$ cat src/rtl/unidade_controle_desafio.sv
// Moore control FSM for the sequence-memory game (fluxo_dados_desafio datapath).
// Optional macro UC_TIMEOUT_EN enables the espera -> fim_timeout exit on the datapath timeout flag.
module unidade_controle_desafio #(
    parameter logic MODO_RESET = 1'b0
) (
    input  logic       clock,
    input  logic       reset,
    input  logic       iniciar,
    input  logic       modo,
    input  logic       fimLedsOn,
    input  logic       fimLedsOff,
    input  logic       jogadaIgualMemoria,
    input  logic       enderecoIgualSequencia,
    input  logic       tem_jogada,
    input  logic       fimS,
    input  logic       timeout,
    output logic       zeraE,
    output logic       contaE,
    output logic       zeraS,
    output logic       contaS,
    output logic       zeraR,
    output logic       registraR,
    output logic       estado_espera,
    output logic       estado_ledsOn,
    output logic       estado_ledsOff,
    output logic       memoria,
    output logic       pronto,
    output logic       acertou,
    output logic       errou,
    output logic       db_timeout,
    output logic [3:0] db_estado
);

    typedef enum logic [3:0] {
        INICIAL     = 4'h0,
        PREPARACAO  = 4'h1,
        INICIO_EXIB = 4'h2,
        LEDS_ON     = 4'h3,
        LEDS_OFF    = 4'h4,
        PROX_LED    = 4'h5,
        INICIO_JOG  = 4'h6,
        ESPERA      = 4'h7,
        REGISTRA    = 4'h8,
        COMPARACAO  = 4'h9,
        PROX_JOGADA = 4'hA,
        PROX_SEQ    = 4'hB,
        FIM_ACERTOU = 4'hC,
        FIM_ERROU   = 4'hD,
        FIM_TIMEOUT = 4'hE
    } state_t;

    typedef struct packed {
        logic zera_e;
        logic conta_e;
        logic zera_s;
        logic conta_s;
        logic zera_r;
        logic registra_r;
        logic espera;
        logic leds_on;
        logic leds_off;
        logic pronto;
        logic acertou;
        logic errou;
        logic timeout;
    } ctrl_t;

    state_t state_q, state_d;
    ctrl_t  ctrl_q, ctrl_d;
    logic   memoria_q, memoria_d;

`ifndef UC_TIMEOUT_EN
    logic unused_timeout;
    assign unused_timeout = timeout;
`endif

    always_comb begin
        state_d   = state_q;
        memoria_d = memoria_q;
        case (state_q)
            INICIAL, FIM_ACERTOU, FIM_ERROU, FIM_TIMEOUT: begin
                if (iniciar) begin
                    state_d   = PREPARACAO;
                    memoria_d = modo;
                end
            end
            PREPARACAO:  state_d = INICIO_EXIB;
            INICIO_EXIB: state_d = LEDS_ON;
            LEDS_ON:     if (fimLedsOn) state_d = LEDS_OFF;
            LEDS_OFF: begin
                if (fimLedsOff)
                    state_d = enderecoIgualSequencia ? INICIO_JOG : PROX_LED;
            end
            PROX_LED:    state_d = LEDS_ON;
            INICIO_JOG:  state_d = ESPERA;
            ESPERA: begin
                // A move arriving in the same cycle as the timeout still counts.
                if (tem_jogada) state_d = REGISTRA;
`ifdef UC_TIMEOUT_EN
                else if (timeout) state_d = FIM_TIMEOUT;
`endif
            end
            REGISTRA:    state_d = COMPARACAO;
            COMPARACAO: begin
                if (!jogadaIgualMemoria)          state_d = FIM_ERROU;
                else if (!enderecoIgualSequencia) state_d = PROX_JOGADA;
                else if (fimS)                    state_d = FIM_ACERTOU;
                else                              state_d = PROX_SEQ;
            end
            PROX_JOGADA: state_d = ESPERA;
            PROX_SEQ:    state_d = INICIO_EXIB;
            default:     state_d = INICIAL;
        endcase
    end

    // Outputs are decoded from the next state so the registered copy always matches state_q.
    always_comb begin
        ctrl_d = '0;
        case (state_d)
            PREPARACAO:  begin ctrl_d.zera_e = 1'b1; ctrl_d.zera_s = 1'b1; ctrl_d.zera_r = 1'b1; end
            INICIO_EXIB: begin ctrl_d.zera_e = 1'b1; ctrl_d.zera_r = 1'b1; end
            LEDS_ON:     ctrl_d.leds_on    = 1'b1;
            LEDS_OFF:    ctrl_d.leds_off   = 1'b1;
            PROX_LED:    ctrl_d.conta_e    = 1'b1;
            INICIO_JOG:  begin ctrl_d.zera_e = 1'b1; ctrl_d.zera_r = 1'b1; end
            ESPERA:      ctrl_d.espera     = 1'b1;
            REGISTRA:    ctrl_d.registra_r = 1'b1;
            PROX_JOGADA: ctrl_d.conta_e    = 1'b1;
            PROX_SEQ:    ctrl_d.conta_s    = 1'b1;
            FIM_ACERTOU: begin ctrl_d.pronto = 1'b1; ctrl_d.acertou = 1'b1; end
            FIM_ERROU:   begin ctrl_d.pronto = 1'b1; ctrl_d.errou = 1'b1; end
            FIM_TIMEOUT: begin
                ctrl_d.pronto = 1'b1;
                ctrl_d.errou  = 1'b1;
`ifdef UC_TIMEOUT_EN
                ctrl_d.timeout = 1'b1;
`endif
            end
            default:     ctrl_d = '0;
        endcase
    end

    always_ff @(posedge clock) begin
        if (reset) begin
            state_q   <= INICIAL;
            ctrl_q    <= '0;
            memoria_q <= MODO_RESET;
        end else begin
            state_q   <= state_d;
            ctrl_q    <= ctrl_d;
            memoria_q <= memoria_d;
        end
    end

    assign zeraE          = ctrl_q.zera_e;
    assign contaE         = ctrl_q.conta_e;
    assign zeraS          = ctrl_q.zera_s;
    assign contaS         = ctrl_q.conta_s;
    assign zeraR          = ctrl_q.zera_r;
    assign registraR      = ctrl_q.registra_r;
    assign estado_espera  = ctrl_q.espera;
    assign estado_ledsOn  = ctrl_q.leds_on;
    assign estado_ledsOff = ctrl_q.leds_off;
    assign pronto         = ctrl_q.pronto;
    assign acertou        = ctrl_q.acertou;
    assign errou          = ctrl_q.errou;
    assign db_timeout     = ctrl_q.timeout;
    assign memoria        = memoria_q;
    assign db_estado      = state_q;

endmodule

$ cat config.mk
export PLATFORM = sky130hd
export DESIGN_NAME = unidade_controle_desafio
export DESIGN_NICKNAME = d
export VERILOG_FILES = /design/src/rtl/unidade_controle_desafio.sv
export SDC_FILE = /design/constraint.sdc
export NUM_CORES = 1
export LEC_CHECK = 0
export CAP_MARGIN = 20
export CORE_AREA = 2 2 50 52
export DETAILED_ROUTE_END_ITERATION = 12
export DIE_AREA = 0 0 52 54
export PLACE_DENSITY = 0.65
export SETUP_SLACK_MARGIN = 0.4
export SYNTH_ARGS = -nofsm -noshare
export SYNTH_HDL_FRONTEND = slang
export SYNTH_SLANG_ARGS = --single-unit
$ cat constraint.sdc
create_clock -name clock -period 2.2 [get_ports clock]
set_input_delay 0.44 -clock clock [delete_from_list [all_inputs] [get_ports clock]]
set_output_delay 0.44 -clock clock [all_outputs]
set_load 0.1 [all_outputs]
==> results of run 1 <==
per-stage QoR:
step | hold slack, ns | utilization [%] | setup slack (ns) | cells | instance area (um^2)
after floorplan | 0.503 | - | 0.396 | 91 | 885
after global placement | 0.487 | 47.7 | 0.106 | 143 | 1110
after detailed placement | 0.491 | 47.7 | 0.0869 | 143 | 1110
after CTS | 0.522 | 49.7 | 0.402 | 148 | 1150
after global routing | 0.576 | 52.6 | 0.395 | 150 | 1220
final | 0.515 | 52.6 | 0.443 | 150 | 1220
metal layers:
layer / vias up / part of all wire [%]
met2: 27 / 46
li1: 391 / -
met1: 361 / 45
met5: - / 0
met3: 6 / 5.7
met4: 0 / 3.3
power groups by stage:
stage	registers (W)	clock network, W	logic [W]
2_1_floorplan	0.000439	0	0.000152
3_3_place_gp	0.000335	0	0.000314
3_5_place_dp	0.000336	0	0.000315
4_1_cts	0.000329	0.000191	0.000323
5_1_grt	0.000334	0.000208	0.000369
6_report	0.000329	0.000188	0.000350
cell type report:
class	count	area [um^2]	share of cell area, %
clock buffer	4	36.3	2.97
multi-input combinational	66	537	44.0
sequential	16	335	27.5
tap	30	37.5	3.08
inverter	3	11.3	0.923
timing repair buffer	31	263	21.5
sequential cells by signal, summed over array words and instances (netlist names):
signal          count
db_estado           4
acertou             1
contaE              1
contaS              1
errou               1
estado_espera       1
estado_ledsOff      1
estado_ledsOn       1
memoria             1
pronto              1
registraR           1
zeraR               1
zeraS               1
logic make-up after synthesis:
| logic type | synth area share (%) |
|---|---|
| and+or+nand+nor | 32.9 |
| AOI/OAI and AO/OA | 18.9 |
| DFF | 37.2 |
| buffers and inverters | 5.96 |
| muxes | 3.63 |
| xor gates and xnor gates | 1.02 |
| other | 0.436 |
cell usage in the layout (no fill, tap or decap), types with 3 or more instances in the layout:
cell / count
inv_1: 3
and2b_1: 3
and4_1: 3
dfxtp_4: 4
dfxtp_1: 12
clkdlybuf4s50_1: 6
nor2_1: 7
clkbuf_4: 3
and3_1: 3
dlymetal6s2s_1: 3
nand2_1: 3
buf_4: 22
worst reg2reg max path: stages, from the launching register on:
cell and delay (ns):
dfxtp_4 0.45, and2b_1 0.24, o211ai_1 0.20, nand3_1 0.13
or2_4 0.26, o311a_1 0.33
final timing paths:
check	endpoint	slack (ns)	depth (start not counted)
min reg2reg	memoria$_SDFFE_PP0P_	0.51	2
min	memoria$_SDFFE_PP0P_	0.51	2
max reg2reg	errou$_SDFF_PP0_	0.49	5
max	errou$_SDFF_PP0_	0.44	6
what timing repair did:
action / CTS / global route
cloned: 0 / 0
pin swaps: 3 / 7
gates resized for setup: 2 / 11
buffers inserted: 1 / 2
setup endpoints to repair: 1 / 10
hold endpoints to repair: 0 / 0
==> results_dict.tcl, run 1 <==
set metrics [dict create \
    outcome "finished clean" \
    period_share_pct 79.9 \
    clkLatencyLatePin_ns 0.29 \
    globalRoute.busiestLayer "met2" \
    gr-usage-met2_pct 21.7 \
    die_w_um 52 \
    layout.filler_cells 227 \
    cts-root-buf "clkbuf_4" \
    fin_total_pwr_w 0.000866 \
    input_output_buffers 26 \
    grt_start_max_net_pins 16 \
    p_per_area_mw_per_mm2 710 \
    design.final.nets 132 \
    max_freq_ghz 0.569 \
    number_of_rows_in_the_core_area 18 \
    slew_violations 0 \
    dpl.hpwl_um 1320 \
    drtIter0Drc 9 \
    synth_top_area_share_pct 37.2 \
    criticalPathCategory "in2reg" \
    pwr-share-seq_pct 38.0 \
    cts_hold_repair.buffers 0 \
    routed_wl_um 1860 \
    asyncSetResetFlopFracSynth_pct 0 \
    overall_fraction_of_global_route_tracks_in_use_pct 14.1 \
    gp_congestion 0.812 \
    p_leak_nw 0.552 \
    wl_per_cell_um 12.4 \
    post_route_minimum_period_ns 1.76 \
    netlist_instances 91 \
    core_region_area_mm2 0.00232 \
    cp.arrival_ns 1.94 \
    cts_buffer_depth 2 \
    syn2layout_area_growth_pct 41.7 \
    final_antenna_net_count 0 \
    antenna_found_initial 0 \
    die_height_um 54 \
    startpoint "iniciar" \
    cts-buffers-inserted 3 \
    endpoint_kind "flop" \
    cts.reportedPaths.clkPinSlew_ns 0.08 \
    holdCritPathClass "reg2reg" \
    synth_edf_count 0 \
    tritoncts "yes" \
    yosys_warnings 0 \
    number_of_global_route_vias_before_repair 680 \
    share_clk_of_total_power_pct 21.7 \
    power.share.combinational_pct 40.4 \
    cp.buffers_inverters 1 \
    yosysMostFrequentCell "dfxtp_1" \
    critical-path-slowest-cell "clkdlybuf4s50_1" \
    synth-main-ff-cell "dfxtp_1" \
    worst-path-max-fanout 4 \
    grt_setup_unrepaired "false" \
    ys_seq_elements 16 \
    syn-num-nets 102 \
    totalNegativeSetupSlack_ns 0 \
    crit_path_cell_chain "clkdlybuf4s50_1, nor3b_1, o211ai_1, nand3_1, or2_4, o311a_1" \
    worstReg2RegStart "db_estado[2]$_SDFF_PP0_" \
    die-area_mm2 0.00281 \
    finalClockSkew_ns 0.00424 \
    timing.max_cap.violations 0 \
    dr_total_vias 785 \
    power.switching_w 0.000352 \
    hp-start "memoria$_SDFFE_PP0P_" \
    power.switching_fraction_pct 40.6 \
    cell_internal_pwr_w 0.000515 \
    nature_of_the_critical_path_startpoint "input port" \
    boundaryPins 29 \
    timing.critical_path.max_delay_family "buffers and inverters" \
    cts-htree-levels 1 \
    num_antenna_cells 0 \
    synth_top_area_cell "dfxtp_1" \
    grt_use_met1_pct 18.3 \
    route.detailed.vias_per_inst 5.23 \
    syn-cell-area_um2 861 \
    synth_common_cells "dfxtp_1 (16), nor2_1 (8), buf_4 (4)" \
    grt_util_met3_pct 3.33 \
    post-route-drc-count 0 \
    worst_path_largest_cell_delay_ns 0.52 \
    first_pass_grt_wire_length_um 2960 \
    drt-pass1-iter-count 6 \
    grt.overflow.total 0 \
    initial_utilization_pct 37.1 \
    setup_viol 0 \
    worst-endpoint-required_ns 2.38 \
    final_hold_viol_count 0 \
    avgSynthCellArea_um2 9.46 \
    synth.lib_cells_used.distinct 45 \
    ys_top_cells_by_area "dfxtp_1 (37%), buf_4 (3.5%), nor2_1 (3.5%), a21oi_2 (3.1%), and4_1 (3.1%)" \
    cts.sinks 16 \
    synth_sequential_area_ratio_pct 37.2 \
    drive_gt1_share_pct 36.7 \
    vdd.ir_drop.worst_mv 0.695 \
]
Note: power is estimated with default switching activity, not from simulation.
==> run 2: changes to the inputs <==
Settings changed: PLACE_DENSITY 0.65 to 0.68.
Clock period 2.2 ns to 1.52 ns, I/O delays scaled along.
==> run 2 against run 1 <==
The flow now finishes with violations (negative setup slack). Worst setup slack got worse by 0.61 ns. Total power rose by 72%. Non-clock buffer count rose by 28. Sequential share of layout area fell by 7.3 points. Clock power rose by 51%. Utilization rose by 23 points. First-iteration DRC count rose by 130%. Clock skew rose by 0.0082 ns. Combinational power rose by 110%.
==> results_dict.tcl, run 2 (synthesized netlist as in run 1, its figures left out) <==
set metrics [dict create \
    outcome "finished, violations left" \
    failed_checks "negative setup slack" \
    post_route_minimum_period_ns 1.69 \
    layout_commonest_cell "buf_4" \
    initial_utilization_pct 37.1 \
    crit_path_cell_chain "buf_6, mux2i_4, a21oi_2, o2bb2ai_2, buf_4, o211a_4, a31o_1" \
    grt_start_max_net_pins 13 \
    routed_wl_um 2650 \
    wl_per_cell_um 14.9 \
    num_antenna_cells 0 \
    tritoncts "yes" \
    most_frequent_cells_in_the_layout "buf_4 (22), buf_12 (17), dfxtp_2 (11), buf_6 (11), clkdlybuf4s50_1 (8)" \
    max_freq_ghz 0.593 \
    worst-endpoint-required_ns 1.72 \
    endpoint_kind "flop" \
    drtIter0Drc 21 \
    grt_setup_unrepaired "true" \
    route.detailed.vias_per_inst 5.21 \
    boundaryPins 29 \
    cts.sinks 16 \
    cts-root-buf "clkbuf_4" \
    die-area_mm2 0.00281 \
    nature_of_the_critical_path_startpoint "flop" \
    vdd.ir_drop.worst_mv 0.764 \
    drive_gt1_share_pct 63.5 \
    syn2layout_area_growth_pct 103 \
    slew_violations 0 \
    cts_buffer_depth 2 \
    worst_path_largest_cell_delay_ns 0.38 \
    final_hold_viol_count 0 \
    antenna_found_initial 0 \
    cts-htree-levels 1 \
    p_per_area_mw_per_mm2 855 \
    holdCritPathClass "reg2reg" \
    clkLatencyLatePin_ns 0.29 \
    drt-pass1-iter-count 4 \
    dr_total_vias 928 \
    number_of_global_route_vias_before_repair 849 \
    gp_congestion 0.885 \
    die_w_um 52 \
    period_share_pct 111 \
    cts-buffers-inserted 3 \
    setup_viol 12 \
    input_output_buffers 26 \
    grt.overflow.total 0 \
    dp_cells 163 \
    p_leak_nw 0.741 \
    die_height_um 54 \
    hold_slack_ns 0.567 \
    final_cell_count_no_fill 178 \
    first_pass_grt_wire_length_um 3920 \
    fin_ws_ns -0.167 \
    design.final.nets 160 \
    largest_reg_flops 4 \
    core_region_area_mm2 0.00232 \
    number_of_rows_in_the_core_area 18 \
    overall_fraction_of_global_route_tracks_in_use_pct 18.7 \
    dpl.hpwl_um 1740 \
    critical-path-slowest-cell "dfxtp_4" \
    fin_total_pwr_w 0.00149 \
    finalClockSkew_ns 0.0124 \
    timing.max_cap.violations 0 \
    cts.reportedPaths.clkPinSlew_ns 0.10 \
    final_antenna_net_count 0 \
    worst-path-max-fanout 6 \
    cp.arrival_ns 1.89 \
    criticalPathCategory "reg2reg" \
    post-route-drc-count 0 \
    layout.filler_cells 145 \
]
-- run 2: changes by cell type in the layout (fill, tap and decap cells not counted), sizes merged --
cell	previous run	this run
buf	22	50
dlymetal6s2s	3	0
clkdlybuf4s50	6	8
dlygate4sd2	0	1
-- run 2: timing repair --
item / in CTS / in global routing
endpoints found under the setup margin: 26 / 33
hold buffers: 0 / 0
setup buffers: 6 / 5
gates resized for setup: 9 / 24
pin swaps: 10 / 9
-- run 2: metrics by stage --
stage | TNS (ns) | setup WS [ns] | instance area, um^2 | utilization, %
2_1_floorplan | -1.90 | -0.283 | 916 | -
3_3_place_gp | -4.55 | -0.401 | 1490 | 64.2
3_5_place_dp | -5.07 | -0.453 | 1490 | 64.2
4_1_cts | -1.01 | -0.121 | 1600 | 68.9
5_1_grt | -2.43 | -0.221 | 1750 | 75.3
6_report | -1.54 | -0.167 | 1750 | 75.3
-- run 2: cell type report --
type                            count  area (um^2)  share of cell area, %
Clock buffer                        4         36.3                   2.08
Inverter                            3         11.3                  0.645
Timing Repair Buffer               59          718                   41.1
Multi-Input combinational cell     66          591                   33.8
Tap cell                           30         37.5                   2.15
Sequential cell                    16          353                   20.2
-- run 2: path summary, 6_finish.rpt --
check        slack [ns]              endpoint  cells after the start                     from
max               -0.17      zeraR$_SDFF_PP0_                      7  db_estado[2]$_SDFF_PP0_
min                0.57  memoria$_SDFFE_PP0P_                      2     memoria$_SDFFE_PP0P_
max reg2reg       -0.17      zeraR$_SDFF_PP0_                      7  db_estado[2]$_SDFF_PP0_
min reg2reg        0.57  memoria$_SDFFE_PP0P_                      2     memoria$_SDFFE_PP0P_
-- run 2: power by group --
| group | total, W | internal (W) | switching (W) |
|---|---|---|---|
| Combinational | 0.000728 | 0.000320 | 0.000408 |
| Sequential | 0.000481 | 0.000446 | 0.0000342 |
| Clock | 0.000284 | 0.000146 | 0.000138 |
-- run 2: worst max-delay path: cells and delay by family, from the launching register on --
kind            cells  cell delay (ns)
compound gates      4             0.73
flops               1             0.38
mux                 1             0.18
buf+inv             2             0.30
-- run 2: routing by layer --
layer	share of wire (%)	GRT usage (%)	vias up	wire, um
li1	-	-	442	-
met1	42	23.8	451	1110
met2	52	32.7	29	1390
met3	3.9	2.50	6	102
met4	1.6	5.70	0	42
met5	0	0	-	0
